==> src/rtl/wb_copy_master_pkg.sv <==
// Shared definitions for the Wishbone block-copy master: FSM states, bus
// constants and address alignment helper.
package wb_copy_master_pkg;

   typedef enum logic [1:0] {
      COPY_IDLE  = 2'd0,
      COPY_READ  = 2'd1,
      COPY_WRITE = 2'd2,
      COPY_PAUSE = 2'd3
   } copy_state_e;

   localparam logic [3:0]  SEL_WORD  = 4'b1111;
   localparam logic [31:0] ADDR_STEP = 32'd4;
   localparam logic [31:0] ZeroWord  = 32'h0000_0000;
   localparam logic [31:0] WORD_MASK = 32'hFFFF_FFFC;

   function automatic logic [31:0] word_align(input logic [31:0] addr);
      return addr & WORD_MASK;
   endfunction

endpackage

==> src/rtl/wb_copy_master.sv <==
// Wishbone classic master that copies a block of 32-bit words from a source
// range to a destination range, one read/write pair per word.
module wb_copy_master
   import wb_copy_master_pkg::*;
#(
   parameter int TIMEOUT = 255,
   parameter int LEN_W   = 16
) (
   input  logic             wb_clk_i,
   input  logic             wb_rst_i,
   input  logic             cmd_start_i,
   input  logic [31:0]      cmd_src_i,
   input  logic [31:0]      cmd_dst_i,
   input  logic [LEN_W-1:0] cmd_len_i,
   output logic             busy_o,
   output logic             done_o,
   output logic             err_o,
   output logic [LEN_W-1:0] words_left_o,
   output logic [31:0]      wb_adr_o,
   output logic [31:0]      wb_dat_o,
   output logic [3:0]       wb_sel_o,
   output logic             wb_we_o,
   output logic             wb_cyc_o,
   output logic             wb_stb_o,
   input  logic [31:0]      wb_dat_i,
   input  logic             wb_ack_i,
   input  logic             wb_err_i
);

   // The counter holds the number of stalled cycles already spent in this
   // phase, so a phase aborts after exactly TIMEOUT cycles without response.
   localparam logic [7:0] TMO_LAST = 8'(TIMEOUT - 1);

   copy_state_e      state_q, state_d;
   logic [31:0]      src_q, src_d;
   logic [31:0]      dst_q, dst_d;
   logic [31:0]      adr_q, adr_d;
   logic [31:0]      dat_q, dat_d;
   logic [LEN_W-1:0] left_q, left_d;
   logic [7:0]       tmo_q, tmo_d;
   logic [3:0]       sel_q, sel_d;
   logic             cyc_q, cyc_d;
   logic             we_q, we_d;
   logic             busy_q, busy_d;
   logic             done_q, done_d;
   logic             err_q, err_d;
   logic             abort;

   // Next-state and next-output logic; every bus output is computed here and
   // registered below so nothing on the bus depends combinationally on inputs.
   always_comb begin
      state_d = state_q;
      src_d   = src_q;
      dst_d   = dst_q;
      adr_d   = adr_q;
      dat_d   = dat_q;
      left_d  = left_q;
      tmo_d   = tmo_q;
      sel_d   = 4'b0000;
      cyc_d   = 1'b0;
      we_d    = 1'b0;
      busy_d  = busy_q;
      done_d  = 1'b0;
      err_d   = 1'b0;
      abort   = 1'b0;

      case (state_q)
         COPY_IDLE: begin
            busy_d = 1'b0;
            if (cmd_start_i) begin
               if (cmd_len_i != '0) begin
                  state_d = COPY_READ;
                  src_d   = word_align(cmd_src_i);
                  dst_d   = word_align(cmd_dst_i);
                  adr_d   = word_align(cmd_src_i);
                  left_d  = cmd_len_i;
                  tmo_d   = 8'd0;
                  cyc_d   = 1'b1;
                  sel_d   = SEL_WORD;
                  busy_d  = 1'b1;
               end else begin
                  done_d = 1'b1;
               end
            end
         end

         COPY_READ: begin
            if (wb_err_i) begin
               abort = 1'b1;
            end else if (wb_ack_i) begin
               state_d = COPY_WRITE;
               dat_d   = wb_dat_i;
               adr_d   = dst_q;
               tmo_d   = 8'd0;
               cyc_d   = 1'b1;
               we_d    = 1'b1;
               sel_d   = SEL_WORD;
            end else if (tmo_q == TMO_LAST) begin
               abort = 1'b1;
            end else begin
               tmo_d = tmo_q + 8'd1;
               cyc_d = 1'b1;
               sel_d = SEL_WORD;
            end
         end

         COPY_WRITE: begin
            if (wb_err_i) begin
               abort = 1'b1;
            end else if (wb_ack_i) begin
               state_d = COPY_PAUSE;
               src_d   = src_q + ADDR_STEP;
               dst_d   = dst_q + ADDR_STEP;
               left_d  = left_q - LEN_W'(1);
            end else if (tmo_q == TMO_LAST) begin
               abort = 1'b1;
            end else begin
               tmo_d = tmo_q + 8'd1;
               cyc_d = 1'b1;
               we_d  = 1'b1;
               sel_d = SEL_WORD;
            end
         end

         COPY_PAUSE: begin
            // The idle bus cycle lets the interconnect hand the bus back to the CPU.
            if (left_q != '0) begin
               state_d = COPY_READ;
               adr_d   = src_q;
               tmo_d   = 8'd0;
               cyc_d   = 1'b1;
               sel_d   = SEL_WORD;
            end else begin
               state_d = COPY_IDLE;
               done_d  = 1'b1;
               busy_d  = 1'b0;
            end
         end

         default: begin
            state_d = COPY_IDLE;
            busy_d  = 1'b0;
         end
      endcase

      // Abort leaves words_left untouched so it reports the words not written.
      if (abort) begin
         state_d = COPY_IDLE;
         done_d  = 1'b1;
         err_d   = 1'b1;
         busy_d  = 1'b0;
         cyc_d   = 1'b0;
         we_d    = 1'b0;
         sel_d   = 4'b0000;
      end
   end

   // State and registered outputs; reset clears the bus immediately.
   always_ff @(posedge wb_clk_i or posedge wb_rst_i) begin
      if (wb_rst_i) begin
         state_q <= COPY_IDLE;
         src_q   <= ZeroWord;
         dst_q   <= ZeroWord;
         adr_q   <= ZeroWord;
         dat_q   <= ZeroWord;
         left_q  <= '0;
         tmo_q   <= 8'd0;
         sel_q   <= 4'b0000;
         cyc_q   <= 1'b0;
         we_q    <= 1'b0;
         busy_q  <= 1'b0;
         done_q  <= 1'b0;
         err_q   <= 1'b0;
      end else begin
         state_q <= state_d;
         src_q   <= src_d;
         dst_q   <= dst_d;
         adr_q   <= adr_d;
         dat_q   <= dat_d;
         left_q  <= left_d;
         tmo_q   <= tmo_d;
         sel_q   <= sel_d;
         cyc_q   <= cyc_d;
         we_q    <= we_d;
         busy_q  <= busy_d;
         done_q  <= done_d;
         err_q   <= err_d;
      end
   end

   assign wb_adr_o     = adr_q;
   assign wb_dat_o     = dat_q;
   assign wb_sel_o     = sel_q;
   assign wb_we_o      = we_q;
   assign wb_cyc_o     = cyc_q;
   assign wb_stb_o     = cyc_q;
   assign busy_o       = busy_q;
   assign done_o       = done_q;
   assign err_o        = err_q;
   assign words_left_o = left_q;

endmodule

==> config.mk <==
export PLATFORM = sky130hd
export DESIGN_NAME = wb_copy_master
export DESIGN_NICKNAME = d
export VERILOG_FILES = /design/src/rtl/wb_copy_master_pkg.sv /design/src/rtl/wb_copy_master.sv
export SDC_FILE = /design/constraint.sdc
export NUM_CORES = 1
export LEC_CHECK = 0
export CORE_MARGIN = 8
export CORE_UTILIZATION = 55
export DETAILED_ROUTE_END_ITERATION = 6
export DONT_BUFFER_PORTS = 1
export GPL_TIMING_DRIVEN = 0
export PLACE_DENSITY = 0.79
export SYNTH_ARGS = -nofsm -noshare
export SYNTH_HDL_FRONTEND = slang
export SYNTH_SLANG_ARGS = --single-unit
==> constraint.sdc <==
create_clock -name wb_clk_i -period 10.8 [get_ports wb_clk_i]
set_clock_uncertainty 0.1 [all_clocks]
set_input_delay 0 -clock wb_clk_i [delete_from_list [all_inputs] [get_ports wb_clk_i]]
set_output_delay 0 -clock wb_clk_i [all_outputs]
set_load 0.05 [all_outputs]
---- Word-level counts from Yosys, hierarchy flattened ----
Index checks and enable logic that the tools add are counted.
storage, ports and cells
  register bits ........................... 163
  input port bits ......................... 117
  output and inout port bits .............. 90
  word-level logic and storage cells ...... 124
operators by class
  add/subtract/negate cells ............... 4
  equality and inequality tests ........... 19
  mux-type cells .......................... 74
  bitwise logic cells ..................... 1
  reduce and logical (&&, ||, !) cells .... 13
operator list
  cell                   number
  $mux 32                11
  $pmux 32 s2            2
  $pmux 32 s3            1
  $add 32x3->32 const B  2
  $mux 16                4
  $mux 8                 8
  $mux 4                 9
  $pmux 16 s2            1
  $pmux 8 s4             1
  $reduce_bool 16->1     2
  $mux 1                 24
  $ne 3x3->1 const B     7
  $reduce_and 6->1       3
  $ne 2x2->1 const B     8
  $pmux 4 s4             1
  $sub 16x1->16 const B  1
  $mux 2                 7
  $add 8x1->8 const B    1
  $eq 8x8->1 const B     1
  $pmux 2 s4             1
  $pmux 1 s2             3
  $reduce_bool 3->1      2
  $reduce_and 5->1       1
  $eq 2x2->1 const B     2
  8 further kinds        8

---- Depth between registers and ports, before layout ----
  depth after elaboration ................. 7
  depth in mapped cells ................... 9
  mapped depth without buffers ............ 8

---- Worst setup path after synthesis ----
OpenSTA, ideal clock, no wires.
  kind .................................... reg2reg
  start point ............................. reg left_q[0], in the netlist words_left_o[0]
  end point ............................... reg tmo_q[0]
  setup time .............................. 66 ps
  arrival ................................. 2045 ps
  required time ........................... 10634 ps
  setup slack ............................. 8589 ps
  stages on the path, launching flop included .. 8
  path buffers ............................ 0
  clock period less this slack ............ 2211 ps
  cells stage by stage .................... dfrtp_1 > inv_1 > ha_1 > nor4bb_1 > nand4_1 > o211ai_2 > or4b_1 > nand2_1
between the ends
  word-level cells in the longest chain between the ends .. 3
RTL lines
  item                        line                   text
  start: declaration          wb_copy_master.sv:39   logic [LEN_W-1:0] left_q, left_d;
  start signal: assignment    wb_copy_master.sv:180  left_q <= left_d;
  $reduce_bool 16->1          wb_copy_master.sv:127  if (left_q != '0) begin
  $ne 2x2->1 (no line)        -
  $reduce_and 6->1 (no line)  -
  end signal: assignment      wb_copy_master.sv:181  tmo_q <= tmo_d;
  end: declaration            wb_copy_master.sv:40   logic [7:0] tmo_q, tmo_d;
Every way passes these cells.
A chain may end at the register's enable or synchronous reset.

---- Final worst setup path ----
  start point ............................. reg state_q[0]
  end point ............................... reg left_q[2], in the netlist words_left_o[2]
between the ends
  word-level cells in the longest chain between the ends .. 3
  elaborated cells between the ends (all ways) .. 9
  classes of those cells .................. eq/ne (5); mux (1); reduce/logical (3)
RTL lines
  item                                                              line                   text
  start: declaration                                                wb_copy_master.sv:34   copy_state_e state_q, state_d;
  start signal: assignment                                          wb_copy_master.sv:175  state_q <= state_d;
  $eq 2x2->1 / $logic_not 2->1 (equally long branches)              wb_copy_master.sv:67   case (state_q)
  $ne 2x2->1 (no line) / $reduce_bool 2->1 (equally long branches)  -
  $reduce_and 5->1 (no line)                                        -
Several ways; a longest one is shown, not always the timed one.

==> impl_results.md <==
* Crit path buf inv count at 5
* Avg Cell Area, Syn at 9.35 µm²
* WS Path Type: register to register
* CTS tree: yes
* Final period util at 27.2%
* Die Y at around 140 µm
* Ys async rst share at 100%
* FMAX at between 300 and 400 MHz
* First-pass GRT wire length at approximately 49 mm
* Failing checks: DRC
* Yosys warns at 0
* Initial Utilization at 56.3%
* Die Wd at between 100 and 150 µm
* Setup crit end kind: register
* Root buf cell: clkbuf_16
* Main synth FF type: dfrtp_1
* Drt wl/cell at 24.4 µm
* Count of final setup violators at 0
* P per Cell Area at 369 mW/mm²
* Worst Path Required at around 11 ns
* Initial antenna violation count at 5
* Port bufs at 0
* Share of cells above drive strength 1 at between 10% and 20%
* WL final at 32.2 mm
* Synthesized flop and latch total at 153
* Final Hold Vio Count at 0
* Setup TNS at 0 ns
* CP Cell Sequence: inv_1 > ha_1 > buf_2 > buf_2 > buf_1 > clkbuf_1 > a31oi_1
* Clock sinks at around 150
* EDFF count, synth at 0
* IO Pins at 207
* Leak at approximately 4.4 nW
* Gr ovfl total at 0
* CORE AREA at 0.0159 mm²
* Worst path most repeated cell: buf_2
* DR vias at between 9000 and 10000
* Cell area after layout at 0.0111 mm²
* Max-cap violations at 0
* Vias per std cell at 6.84
* CTS Buffer Depth at 2
* Vias in the first global route at 8996
* # Post-CTS Setup Buffers at 0
* Worst slack, placed at between 8 and 9 ns
* Skew-Pair Late Insertion Delay at 0.45 ns
* Cell row count at 46
* Status: finished with violations
* Worst VDD drop at 0.000229 V
* Reg2reg setup slack at 7.86 ns
* Overall Power at 4.08 mW
* Area of the mapped netlist at between 0.008 and 0.009 mm²
* Max incr delay on CP at 0.63 ns
* Detailed placement HPWL at 21.6 mm
* Routed Antenna Nets at 0
* H-tree level count at 4
* Initial DRC Count at 1345
* # resized after CTS at 0
* Synth Instances at 956
* Slew Limit Headroom at 34.2%
* Final worst setup slack at roughly 8 ns
* Inserted Clock Buffers at 17
* Length of the first detailed-routing pass in iterations at 7
* Drc violations at 1
* Slowest cell on the critical path: buf_1
* Nets at 1217
* Shortest period the worst path allows at approximately 2.9 ns
* Hold Path Class: input port to register
* DP Area at 0.00924 mm²
* Synth-to-layout area growth at 23.7%
* Reg clk slew, reported paths at 0.06 ns
* Seq/Total Area, Yosys at 42.8%
* GRT Total Usage at around 31%
* Pin count of the biggest net entering global routing at 86
* Worst Tran Pin Value at 0.977 ns
* Final Max Tran Viols at 0
* Critical path arrival at 3.12 ns
* Yosys cell types at 70
* RSZ-0062 raised after global routing: false
* Final RePlAce weighted congestion at 0.948
* Die ar. at 0.0206 mm²
* CP top delay family: buffers and inverters
* Worst setup SP type: register
* Crit-path max FO at 10
path summary, 6_finish.rpt:
| kind | cells past startpoint | endpoint | start |
|---|---|---|---|
| min in group asynchronous | 2 | state_q[1] | wb_rst_i |
| hold / removal | 5 | tmo_q[0] | wb_err_i |
| max in group asynchronous | 3 | src_q[31] | wb_rst_i |
| setup reg to reg | 7 | words_left_o[2] | state_q[0] |
| hold reg to reg | 1 | tmo_q[4] | tmo_q[4] |
| setup / recovery | 7 | words_left_o[2] | state_q[0] |
through the flow:
step / utilization [%] / hold WS [ns] / cells
6_report: 69.6 / 0.0141 / 1323
2_1_floorplan: - / -0.0297 / 957
3_5_place_dp: 58.2 / -0.0951 / 1174
3_3_place_gp: 58.0 / -0.00722 / 1173
4_1_cts: 69.5 / 0.0113 / 1317
5_1_grt: 69.6 / 0.0496 / 1322
flip-flops by register name, indices dropped and copies added (netlist names), 2 cells and up:
signal,count
dst_q,30
src_q,30
state_q,2
tmo_q,8
wb_adr_o,30
wb_dat_o,32
words_left_o,16
per-layer routing:
layer	global-route usage, %	vias up	routed length, µm
li1	-	3850	-
met1	37.7	4256	11700
met2	48.3	769	14400
met3	11.0	168	4530
met4	14.7	0	1590
met5	0	-	0
kinds of logic after synthesis:
logic type / after synthesis / share of synthesized area (%)
AO/OA/AOI/OAI: 347 / 27.2
XOR/XNOR: 1 / 0.0980
adder cells (fa/ha/maj): 11 / 1.54
buffers and inverters: 103 / 5.50
flip-flops: 153 / 42.8
multiplexers: 41 / 5.04
other: 1 / 0.0420
AND/OR/NAND/NOR: 299 / 17.8
tightest hold or removal path: stages:
cell and delay (ns):
a21o_1 0.09, o21ai_0 0.08, o211ai_2 0.16, or4b_1 0.14, nand2_1 0.05
cells in the final DEF, fill, tap and decap left out, types with 29 or more instances in the layout:
cell type,count
dfrtp_1,153
mux2_2,32
nor2_1,47
o21ai_0,64
nand3_1,50
clkbuf_1,29
o22ai_1,40
a22o_1,29
a21oi_1,90
dlygate4sd3_1,112
nand2_1,90
nand4_1,30
report_power, final:
part           internal [mW]  leakage [nW]  switching (mW)
Clock                  0.444         0.321           0.253
Combinational          0.649          2.30            1.01
Sequential             0.842          1.81           0.879
cells in the mapped netlist, types with 20 or more instances:
master / instances / area (µm²)
a21oi_1: 90 / 450
a21oi_2: 20 / 175
a22o_1: 29 / 254
a2bb2oi_2: 20 / 300
buf_2: 25 / 125
clkbuf_1: 29 / 109
dfrtp_1: 153 / 3830
mux2_2: 32 / 360
nand2_1: 90 / 338
nand3_1: 50 / 250
nand4_1: 30 / 188
nor2_1: 47 / 176
o21ai_0: 64 / 320
o22ai_1: 40 / 250
cell type report:
cell class                      instances  area (µm²)
Clock buffer                           19         453
Antenna cell                            6        15.0
Fill cell                            1174        4830
Inverter                               20        80.1
Tap cell                              216         270
Multi-Input combinational cell        701        4620
Sequential cell                       153        3830
Timing Repair Buffer                  113        1150
Buffer                                 83         417
Clock inverter                         12         221
what timing repair did:
| action | CTS | global route |
|---|---|---|
| endpoints found under the hold margin | 253 | 0 |
| setup endpoints to repair | 0 | 0 |
| hold buffers | 112 | 0 |
Power figures use the tool's default switching activity.
